--- config.mk ---
export PLATFORM = sky130hd
export DESIGN_NAME = wm8731_i2c_target
export DESIGN_NICKNAME = d
export VERILOG_FILES = /design/src/rtl/wm8731_pkg.sv /design/src/rtl/wm8731_i2c_target_line_sync.sv /design/src/rtl/wm8731_i2c_target.sv
export SDC_FILE = /design/constraint.sdc
export NUM_CORES = 1
export LEC_CHECK = 0
export ABC_AREA = 0
export CAP_MARGIN = 20
export CORE_MARGIN = 2
export CORE_UTILIZATION = 45
export DETAILED_ROUTE_END_ITERATION = 10
export PLACE_DENSITY = 0.71
export SETUP_SLACK_MARGIN = 0.02
export SYNTH_ARGS = -nofsm -noshare
export SYNTH_HDL_FRONTEND = slang
export SYNTH_SLANG_ARGS = --single-unit
--- constraint.sdc ---
create_clock -name clk_clk -period 13 [get_ports clk_clk]
set_clock_uncertainty 0.15 [all_clocks]
set_input_delay 2.6 -clock clk_clk [delete_from_list [all_inputs] [get_ports clk_clk]]
set_output_delay 2.6 -clock clk_clk [all_outputs]
set_load 0.01 [all_outputs]
--- src/rtl/wm8731_pkg.sv ---
// Shared constants and types for the WM8731 control-port I2C target.
package wm8731_pkg;

  localparam int WM_NUM_REGS = 10;
  localparam logic [6:0] WM_RESET_ADDR = 7'h0F;

  // Packed so element [0] lands in bits [8:0], matching the codec_regs layout.
  localparam logic [WM_NUM_REGS-1:0][8:0] WM_REG_DEFAULTS = {
    9'h000, 9'h000, 9'h00A, 9'h09F, 9'h008,
    9'h00A, 9'h079, 9'h079, 9'h097, 9'h097
  };

  typedef enum logic [2:0] {
    ST_IDLE,
    ST_ADDR,
    ST_ACK_A,
    ST_BYTE1,
    ST_ACK_1,
    ST_BYTE2,
    ST_ACK_2
  } i2c_tgt_state_t;

endpackage

--- src/rtl/wm8731_i2c_target_line_sync.sv ---
// Two-flop synchronizer plus one edge-detect flop for an asynchronous bus line.
module i2c_line_sync (
  input  logic clk,
  input  logic rst,
  input  logic line,
  output logic level,
  output logic rise,
  output logic fall
);

  // Reset to the idle-high bus level so reset release makes no phantom edges.
  logic [2:0] sh;

  always_ff @(posedge clk or posedge rst) begin
    if (rst) sh <= 3'b111;
    else     sh <= {sh[1:0], line};
  end

  assign level = sh[1];
  assign rise  = sh[1] & ~sh[2];
  assign fall  = ~sh[1] & sh[2];

endmodule

--- src/rtl/wm8731_i2c_target.sv ---
// WM8731 control-port I2C target: decodes 2-byte register writes into a shadow
// register file; write-only, no clock stretching, ACK driven as a registered output.
module wm8731_i2c_target
  import wm8731_pkg::*;
#(
  parameter logic [6:0] DEV_ADDR = 7'h1A
) (
  input  logic        clk_clk,
  input  logic        reset_reset,
  input  logic        i2c_scl_in,
  input  logic        i2c_sda_in,
  output logic        i2c_sda_oe,
  output logic        i2c_scl_oe,
  output logic        busy,
  output logic        wr_strobe,
  output logic [6:0]  wr_addr,
  output logic [8:0]  wr_data,
  output logic [89:0] codec_regs
);

  logic scl_lvl, scl_rise, scl_fall;
  logic sda_lvl, sda_rise, sda_fall;

  i2c_line_sync u_scl_sync (
    .clk   (clk_clk),
    .rst   (reset_reset),
    .line  (i2c_scl_in),
    .level (scl_lvl),
    .rise  (scl_rise),
    .fall  (scl_fall)
  );

  i2c_line_sync u_sda_sync (
    .clk   (clk_clk),
    .rst   (reset_reset),
    .line  (i2c_sda_in),
    .level (sda_lvl),
    .rise  (sda_rise),
    .fall  (sda_fall)
  );

  i2c_tgt_state_t              state;
  logic [2:0]                  bit_cnt;
  logic [7:0]                  shift;
  logic [7:0]                  byte1;
  logic [7:0]                  rx_byte;
  logic                        start_det, stop_det, commit;
  logic [WM_NUM_REGS-1:0][8:0] regs;

  // An SCL edge in the same sample as the SDA edge makes it a data change.
  assign start_det = sda_fall & scl_lvl & ~scl_rise;
  assign stop_det  = sda_rise & scl_lvl & ~scl_rise;
  assign rx_byte   = {shift[6:0], sda_lvl};
  // The ACK_2 rising edge seen while SDA is held low is the 9th clock of BYTE2.
  assign commit    = (state == ST_ACK_2) & i2c_sda_oe & scl_rise;

  always_ff @(posedge clk_clk or posedge reset_reset) begin
    if (reset_reset) begin
      state      <= ST_IDLE;
      bit_cnt    <= 3'd0;
      shift      <= 8'd0;
      byte1      <= 8'd0;
      i2c_sda_oe <= 1'b0;
      busy       <= 1'b0;
    end else if (start_det) begin
      state      <= ST_ADDR;
      bit_cnt    <= 3'd0;
      i2c_sda_oe <= 1'b0;
      busy       <= 1'b1;
    end else if (stop_det) begin
      state      <= ST_IDLE;
      i2c_sda_oe <= 1'b0;
      busy       <= 1'b0;
    end else begin
      case (state)
        ST_ADDR, ST_BYTE1, ST_BYTE2: begin
          if (scl_rise) begin
            shift   <= rx_byte;
            bit_cnt <= bit_cnt + 3'd1;
            if (bit_cnt == 3'd7) begin
              if (state == ST_ADDR)
                state <= (rx_byte == {DEV_ADDR, 1'b0}) ? ST_ACK_A : ST_IDLE;
              else if (state == ST_BYTE1) begin
                byte1 <= rx_byte;
                state <= ST_ACK_1;
              end else
                state <= ST_ACK_2;
            end
          end
        end
        ST_ACK_A, ST_ACK_1, ST_ACK_2: begin
          // First falling edge starts the ACK slot, the second ends it.
          if (scl_fall) begin
            if (!i2c_sda_oe) begin
              i2c_sda_oe <= 1'b1;
            end else begin
              i2c_sda_oe <= 1'b0;
              bit_cnt    <= 3'd0;
              state      <= (state == ST_ACK_1) ? ST_BYTE2 : ST_BYTE1;
            end
          end
        end
        default: ;
      endcase
    end
  end

  always_ff @(posedge clk_clk or posedge reset_reset) begin
    if (reset_reset) begin
      wr_strobe <= 1'b0;
      wr_addr   <= 7'd0;
      wr_data   <= 9'd0;
      regs      <= WM_REG_DEFAULTS;
    end else begin
      wr_strobe <= commit;
      if (commit) begin
        wr_addr <= byte1[7:1];
        wr_data <= {byte1[0], shift};
        if (byte1[7:1] == WM_RESET_ADDR)
          regs <= WM_REG_DEFAULTS;
        else
          for (int i = 0; i < WM_NUM_REGS; i++)
            if (byte1[7:1] == 7'(i)) regs[i] <= {byte1[0], shift};
      end
    end
  end

  assign codec_regs = regs;
  assign i2c_scl_oe = 1'b0;

endmodule
## Word-level counts from Yosys, hierarchy flattened

Index checks and enable logic that the tools add are counted.
W data, S select, Z words.

| cells by class | value |
|---|---|
| add/subtract/negate cells | 1 |
| eq/ne operators | 26 |
| multiplexer cells | 35 |
| bitwise logic cells | 18 |
| reduce and logical (&&, ||, !) cells | 33 |

Operators by type and width:

| kind | number |
|---|---|
| $mux W9 | 10 |
| $mux W90 | 1 |
| $mux W3 | 13 |
| $eq A7 B3 Y1 const B | 4 |
| $reduce_and A2 Y1 | 11 |
| $reduce_bool A2 Y1 | 11 |
| $eq A7 B4 Y1 const B | 3 |
| $ne A4 B4 Y1 const B | 4 |
| $eq A7 B2 Y1 const B | 2 |
| $eq A3 B3 Y1 const B | 4 |
| $pmux W3 S2 | 2 |
| $and A1 B1 Y1 | 10 |
| $reduce_and A5 Y1 | 2 |
| $ne A3 B3 Y1 const B | 3 |
| $reduce_bool A3 Y1 | 3 |
| $eq A8 B6 Y1 const B | 1 |
| $not A1 Y1 | 8 |
| $eq A7 B1 Y1 const B | 1 |
| $logic_not A7 Y1 | 1 |
| $mux W1 | 7 |
| $reduce_and A7 Y1 | 1 |
| $eq A3 B2 Y1 const B | 2 |
| $reduce_or A3 Y1 | 2 |
| $mux W2 | 2 |
| 5 further kinds | 5 |

| storage, ports and cells | value |
|---|---|
| register bits | 137 |
| input bits | 4 |
| output and inout bits | 110 |
| word-level logic and storage cells | 134 |

## Longest topological paths before layout

Gate-level depths: netlist (run 1).

| logic depth | value |
|---|---|
| depth after elaboration | 8 |
| depth in mapped cells | 8 |

## Modules after synthesis

Synthesis (run 1) repeated with hierarchy kept, for this count alone.

| second synthesis, totals | value |
|---|---|
| cells, all modules | 440 |
| area total of the unflattened synthesis | 5596.6 um^2 |

Modules (own cells, without submodules):

| module | times used | cells an instance | area an instance (um^2) | sequential area each (um^2) |
|---|---|---|---|---|
| wm8731_i2c_target | 1 | 428 | 5401.4 | 3316.9 |
| i2c_line_sync | 2 | 6 | 97.6 | 78.8 |

## Worst setup path after synthesis (run 1)

OpenSTA, ideal clock, no wires.

| timing path | value |
|---|---|
| kind | reg-to-output |
| from | register regs, in the netlist codec_regs[1] |
| to | output codec_regs[1] |
| arrival | 0.529 ns |
| path slack | 9.721 ns |
| cell stages (with the launch flop) | 1 |
| path through | dfstp_2 |

RTL lines:

| item | RTL line | RTL |
|---|---|---|
| start, declared | wm8731_i2c_target.sv:48 | `logic [WM_NUM_REGS-1:0][8:0] regs;` |
| start signal, assigned by index | wm8731_i2c_target.sv:123 | `if (byte1[7:1] == 7'(i)) regs[i] <= {byte1[0], shift};` |
| end, declared | wm8731_i2c_target.sv:18 | `output logic [89:0] codec_regs` |

No word-level cell between the ends.

## Worst setup path after layout (run 1)

| timing path | value |
|---|---|
| from | register regs, in the netlist codec_regs[55] |
| to | output codec_regs[55] |

No word-level cell between the ends.

==> results.toml, run 1 <==
[final_layout]
antenna_cells = 0
fin_area_um2 = 7620
fin_nets = 522
multi_input_area_um2 = 2100
ff_latch_area_um2 = 3470
n_fill_cell = 1000
syn2layout_area_growth_pct = 33.3
final_layout_size_suffix_gt1_share_pct = 34.8

[synth]
yosysTopAreaCell = "dfrtp_1"
ys_top_cells_by_area = "dfrtp_1 44%, mux2_2 20%, dfstp_2 17%"
synth_edf_count = 0
yosysSeqAreaShare_pct = 60.8
synth_commonest_cells = "101 x mux2_2, 100 x dfrtp_1, 37 x dfstp_2"
synth_ff_type = "dfrtp_1"
yosysMostFrequentCell = "mux2_2"
ys_types = 51
syn_nets = 413
avgSynthCellArea_um2 = 14.0
syn-cell-area_um2 = 5720
synth_top_area_share_pct = 43.8
synth_seq_cells = 137
yosysWarnings = 0
async_reset_ff_share_pct = 100
synthCells = 407

[setup_path]
ff2ff_path_depth = 5
crit_type = "flip-flop to primary output"
cp_slowest_stage_delay_ps = 540
endpoint_kind = "primary output"
timing.rr.end = "codec_regs[19]$_DFFE_PP0P_"
cp-startpoint = "codec_regs[55]$_DFFE_PP1P_"
cp-start-kind = "flip-flop"
r2r_start = "u_scl_sync.sh[1]$_DFF_PP1_"
crit_end = "codec_regs[55]"
cpLargestDelayFamily = "flip-flops"
cp.arrival_ps = 1490
crit_slowest_cell = "dfstp_2"
required_ps = 10250
crit_cells = 1
path_max_fanout = 2
cp_num_buf_inv = 1
rrSetupSlack_ps = 10150
crit_path_cell_trace = "clkdlybuf4s50_1"

[placement]
place_congestion = 0.820
io_buffers = 112
place_area_um2 = 6940
dp_hpwl_um = 8690

[grt]
grt_max_degree = 88
first_global_vias = 3753
grt_overflow = 0
antenna_found_initial = 0
grt_use_total_pct = 20.5
grt_pass1_wl_um = 20900

[timing]
hold_viol_final = 0
finalSetupViolations = 0
slew_headroom_pct = 48.8
rsz0062_at_grt = "no"
max_freq_mhz = 236
period_minus_slack_ps = 4240
tightest_slew_ps = 769
finalMaxSlewViolations = 0
setup_tns_ps = 0
min_period_over_period_pct = 32.6

[die]
start_util_pct = 45.7
num_rows = 41
ioPinCount = 114
fp.dieArea_um2 = 13600
fp.dieW_um = 117
dieHeight_um = 117
core_area_um2 = 12500

[cts]
worstSkewPairLatency_ps = 410
cts.repair.resized = 0
cts_buffer_depth = 2
cts_root_buffer = "clkbuf_16"
cts_made_buffers = 17
numClockSinks = 137
tritoncts = "done"
hold_buffers = 0
clkTransAtPathRegs_ps = 60
h-tree-depth = 4
post_cts_buffers = 0

[detailed_routing]
viasPerCell = 5.28
drt-total-wl_um = 13300
wl_per_cell_um = 18.9
drtIter0Drc = 256
vias = 3704
drtPass1Iterations = 4
final_antenna_net_count = 0
route.detailed.drc = 0

[hold_path]
hold_path_class = "flip-flop to flip-flop"
min_path_cells = 0

[pwr]
power_density_nw_per_um2 = 162
p_leak_nw = 3.40
vdd_ir_drop_max_mv = 0.0947

[status]
status = "finished clean"

[run]
drv_cap = 0
-- where the power goes --
part | switching, mW | total [mW] | leakage (nW) | internal, mW
Combinational | 0.0843 | 0.175 | 1.32 | 0.0903
Clock | 0.177 | 0.528 | 0.317 | 0.351
Sequential | 0.0683 | 0.532 | 1.76 | 0.464
Total | 0.329 | 1.23 | 3.40 | 0.905
-- worst min-delay path by stage --
| stage | to | slack, ps | start |
|---|---|---|---|
| global route | u_scl_sync.sh[1]$_DFF_PP1_ | 200 | u_scl_sync.sh[0]$_DFF_PP1_ |
| CTS | u_scl_sync.sh[1]$_DFF_PP1_ | 200 | u_scl_sync.sh[0]$_DFF_PP1_ |
| floorplan | u_scl_sync.sh[1]$_DFF_PP1_ | 200 | u_scl_sync.sh[0]$_DFF_PP1_ |
| global placement | u_sda_sync.sh[1]$_DFF_PP1_ | 200 | u_sda_sync.sh[0]$_DFF_PP1_ |
| finish | u_scl_sync.sh[1]$_DFF_PP1_ | 200 | u_scl_sync.sh[0]$_DFF_PP1_ |
| detailed placement | u_scl_sync.sh[1]$_DFF_PP1_ | 200 | u_scl_sync.sh[0]$_DFF_PP1_ |
-- layer usage --
metal	GRT usage (%)	up-vias	share of wire, %
met4	5.57	0	0.89
met2	33.2	102	49
met1	28.0	1914	46
met3	5.03	7	4.4
met5	0	-	0
li1	-	1681	-
-- area by class of cell --
type                    count  share of cell area (%)
clock inverters            11                    2.55
repair buffers            114                    15.2
clock buffers              21                    6.04
inverters                   3                   0.181
flip-flops and latches    137                    45.6
well taps                 172                    2.83
multi-input cells         243                    27.6
-- registers in the layout (all words and copies together) (netlist names) --
| name | flops |
|---|---|
| i2c_sda_oe | 1 |
| state | 3 |
| wr_addr | 7 |
| byte1 | 8 |
| u_sda_sync.sh | 3 |
| wr_data | 9 |
| bit_cnt | 3 |
| wr_strobe | 1 |
| codec_regs | 90 |
| u_scl_sync.sh | 3 |
| busy | 1 |
| shift | 8 |
-- kinds of logic after synthesis --
family / after synthesis / share of synthesized area (%)
multiplexers: 101 / 19.9
AND/OR/NAND/NOR: 88 / 9.55
flip-flops: 137 / 60.8
XOR/XNOR: 4 / 0.613
adder cells (fa/ha/maj): 2 / 0.438
other: 1 / 0.0656
buffers and inverters: 27 / 2.41
AO/OA/AOI/OAI: 47 / 6.24
-- cell usage in the layout (no fill, tap or decap), types with 9 or more instances in the layout --
cell type	instances
dfstp_2	37
nand2_1	22
o21ai_0	9
clkdlybuf4s50_1	112
mux2_2	101
nand2b_1	11
a22o_1	21
dfrtp_1	100
clkbuf_16	17
-- per-stage QoR --
stage / util, % / hold slack, ps / power, mW / worst slack, ps / instances
floorplan: - / 195 / 0.631 / 6640 / 407
global placement: 55.4 / 196 / 0.702 / 8360 / 668
detailed placement: 55.4 / 197 / 0.710 / 8310 / 668
CTS: 60.6 / 199 / 1.24 / 8730 / 700
global route: 60.9 / 202 / 1.29 / 8720 / 701
finish: 60.9 / 197 / 1.23 / 8760 / 701
(Power assumes the default switching activity.)
==> inputs of run 2 (changes only) <==
--- a/config.mk
+++ b/config.mk
@@ -10,7 +10,7 @@
 export CORE_MARGIN = 2
 export CORE_UTILIZATION = 45
 export DETAILED_ROUTE_END_ITERATION = 10
-export PLACE_DENSITY = 0.71
+export PLACE_DENSITY = 0.74
 export SETUP_SLACK_MARGIN = 0.02
 export SYNTH_ARGS = -nofsm -noshare
 export SYNTH_HDL_FRONTEND = slang
==> constraint.sdc (replaced) <==
create_clock -name clk_clk -period 3.5 [get_ports clk_clk]
set_clock_uncertainty 0.15 [all_clocks]
set_input_delay 0.7 -clock clk_clk [delete_from_list [all_inputs] [get_ports clk_clk]]
set_output_delay 0.7 -clock clk_clk [all_outputs]
set_load 0.01 [all_outputs]
==> run 2 against run 1 <==
Net effect:
- largest cell class unchanged
- critical path type is now flip-flop to flip-flop
- global-route usage shrank 1.0 points
- clock-buffer cell count increased by 3
- routed wire length down 4.8%
- clock power grew to 3.3 times the previous value
- utilization decreased by 0.37 points
- flip-flop and latch count stayed put
- die area unchanged
- hold slack gained 7.9 ps
==> results.toml, run 2 (synthesis gave the netlist of run 1 again) <==
[placement]
place_area_um2 = 6980
io_buffers = 112
dp_hpwl_um = 8780
dp_cells = 670
place_congestion = 0.787

[timing]
hold_viol_final = 0
rsz0062_at_grt = "no"
setup_tns_ps = 0
finalMaxSlewViolations = 0
tightest_slew_ps = 732
period_minus_slack_ps = 2590
slew_headroom_pct = 51.1
max_freq_mhz = 386
min_period_over_period_pct = 74.1
finalSetupViolations = 0

[grt]
antenna_found_initial = 0
grt_use_total_pct = 19.5
grt_max_degree = 65
grt_pass1_wl_um = 19900
grt_overflow = 0
first_global_vias = 3649

[final_layout]
n_fill_cell = 984
fin_nets = 523
fin_area_um2 = 7570
largest_reg_flops = 90
syn2layout_area_growth_pct = 32.5
final_common_cell = "clkdlybuf4s50_1"
final_util_pct = 60.5
antenna_cells = 0
final_cells = 702
final_layout_size_suffix_gt1_share_pct = 34.9
final_cell_mix = "112 x clkdlybuf4s50_1, 101 x mux2_2, 100 x dfrtp_1"

[cts]
h-tree-depth = 4
cts.repair.resized = 0
hold_buffers = 0
cts_made_buffers = 17
cts_root_buffer = "clkbuf_16"
clkTransAtPathRegs_ps = 50
tritoncts = "done"
cts_buffer_depth = 2
numClockSinks = 137
post_cts_buffers = 0
worstSkewPairLatency_ps = 410

[setup_path]
cp-start-kind = "flip-flop"
cp_slowest_stage_delay_ps = 720
crit_path_cell_trace = "nand4_1 -> or4_1 -> and2_0 -> mux2_2"
path_max_fanout = 18
required_ps = 3640
crit_slowest_cell = "or4_1"
cp.arrival_ps = 2740
crit_type = "flip-flop to flip-flop"
endpoint_kind = "flip-flop"

[die]
core_area_um2 = 12500
start_util_pct = 45.7
fp.dieArea_um2 = 13600
dieHeight_um = 117
ioPinCount = 114
num_rows = 41
fp.dieW_um = 117

[detailed_routing]
vias = 3716
drt-total-wl_um = 12600
drtIter0Drc = 256
wl_per_cell_um = 18.0
route.detailed.drc = 0
viasPerCell = 5.29
drtPass1Iterations = 4
final_antenna_net_count = 0

[status]
status = "finished clean"

[pwr]
p_leak_nw = 3.38
finalPower_mw = 4.38
power_density_nw_per_um2 = 579
vdd_ir_drop_max_mv = 0.356

[hold_path]
hold_path_class = "flip-flop to flip-flop"

[run]
drv_cap = 0
==> run 2: changes by cell type in the layout (fill, tap and decap cells not counted), sizes merged <==
cell	delta
clkinvlp	+1
inv	-1
clkbuf	+3
bufinv	-3
buf	+1
==> run 2: path summary, 6_finish.rpt <==
| check | start | endpoint | slack (ps) | cells past startpoint |
|---|---|---|---|---|
| min reg2reg | u_sda_sync.sh[0]$_DFF_PP1_ | u_sda_sync.sh[1]$_DFF_PP1_ | 210 | 0 |
| max reg2reg | byte1[1]$_DFFE_PP0P_ | codec_regs[8]$_DFFE_PP0P_ | 910 | 4 |
| min in group asynchronous | reset_reset | codec_regs[77]$_DFFE_PP0P_ | 610 | 2 |
| max | byte1[1]$_DFFE_PP0P_ | codec_regs[8]$_DFFE_PP0P_ | 910 | 4 |
| max in group asynchronous | reset_reset | codec_regs[54]$_DFFE_PP1P_ | 1790 | 3 |
| min | u_sda_sync.sh[0]$_DFF_PP1_ | u_sda_sync.sh[1]$_DFF_PP1_ | 210 | 0 |
==> run 2: cell type report <==
type / instances / area (um2) / area share (%)
inverter: 3 / 15.0 / 0.198
clock inverter: 8 / 92.6 / 1.22
sequential: 137 / 3470 / 45.9
multi-input combinational: 243 / 2100 / 27.8
timing repair buffer: 115 / 1170 / 15.4
clock buffer: 24 / 502 / 6.63
tap: 172 / 215 / 2.84
==> run 2: power breakdown <==
group          switching [mW]  total (mW)  internal, mW
combinational           0.321       0.659         0.337
sequential              0.243        1.97          1.72
clock                   0.619        1.76          1.14
==> run 2: metal layers <==
metal | vias to the layer above | share of wire (%) | global-route usage [%] | wire length [um]
met3 | 13 | 5.7 | 5.92 | 723
met5 | - | 0 | 0 | 0
met1 | 1912 | 44 | 25.7 | 5540
met2 | 110 | 50 | 31.6 | 6290
li1 | 1681 | - | - | -
met4 | 0 | 0.74 | 5.18 | 93
==> run 2: metrics by stage <==
| stage | hold WS, ps | setup WS, ps |
|---|---|---|
| after floorplan | 195 | 973 |
| after global placement | 196 | 1080 |
| after detailed placement | 198 | 921 |
| after CTS | 206 | 922 |
| after global routing | 208 | 729 |
| final | 205 | 908 |
==> run 2: critical path: cells and delay by family, from the launching register on <==
family | cells | cell delay, ps
simple gates | 3 | 1320
flops | 1 | 680
mux | 1 | 320
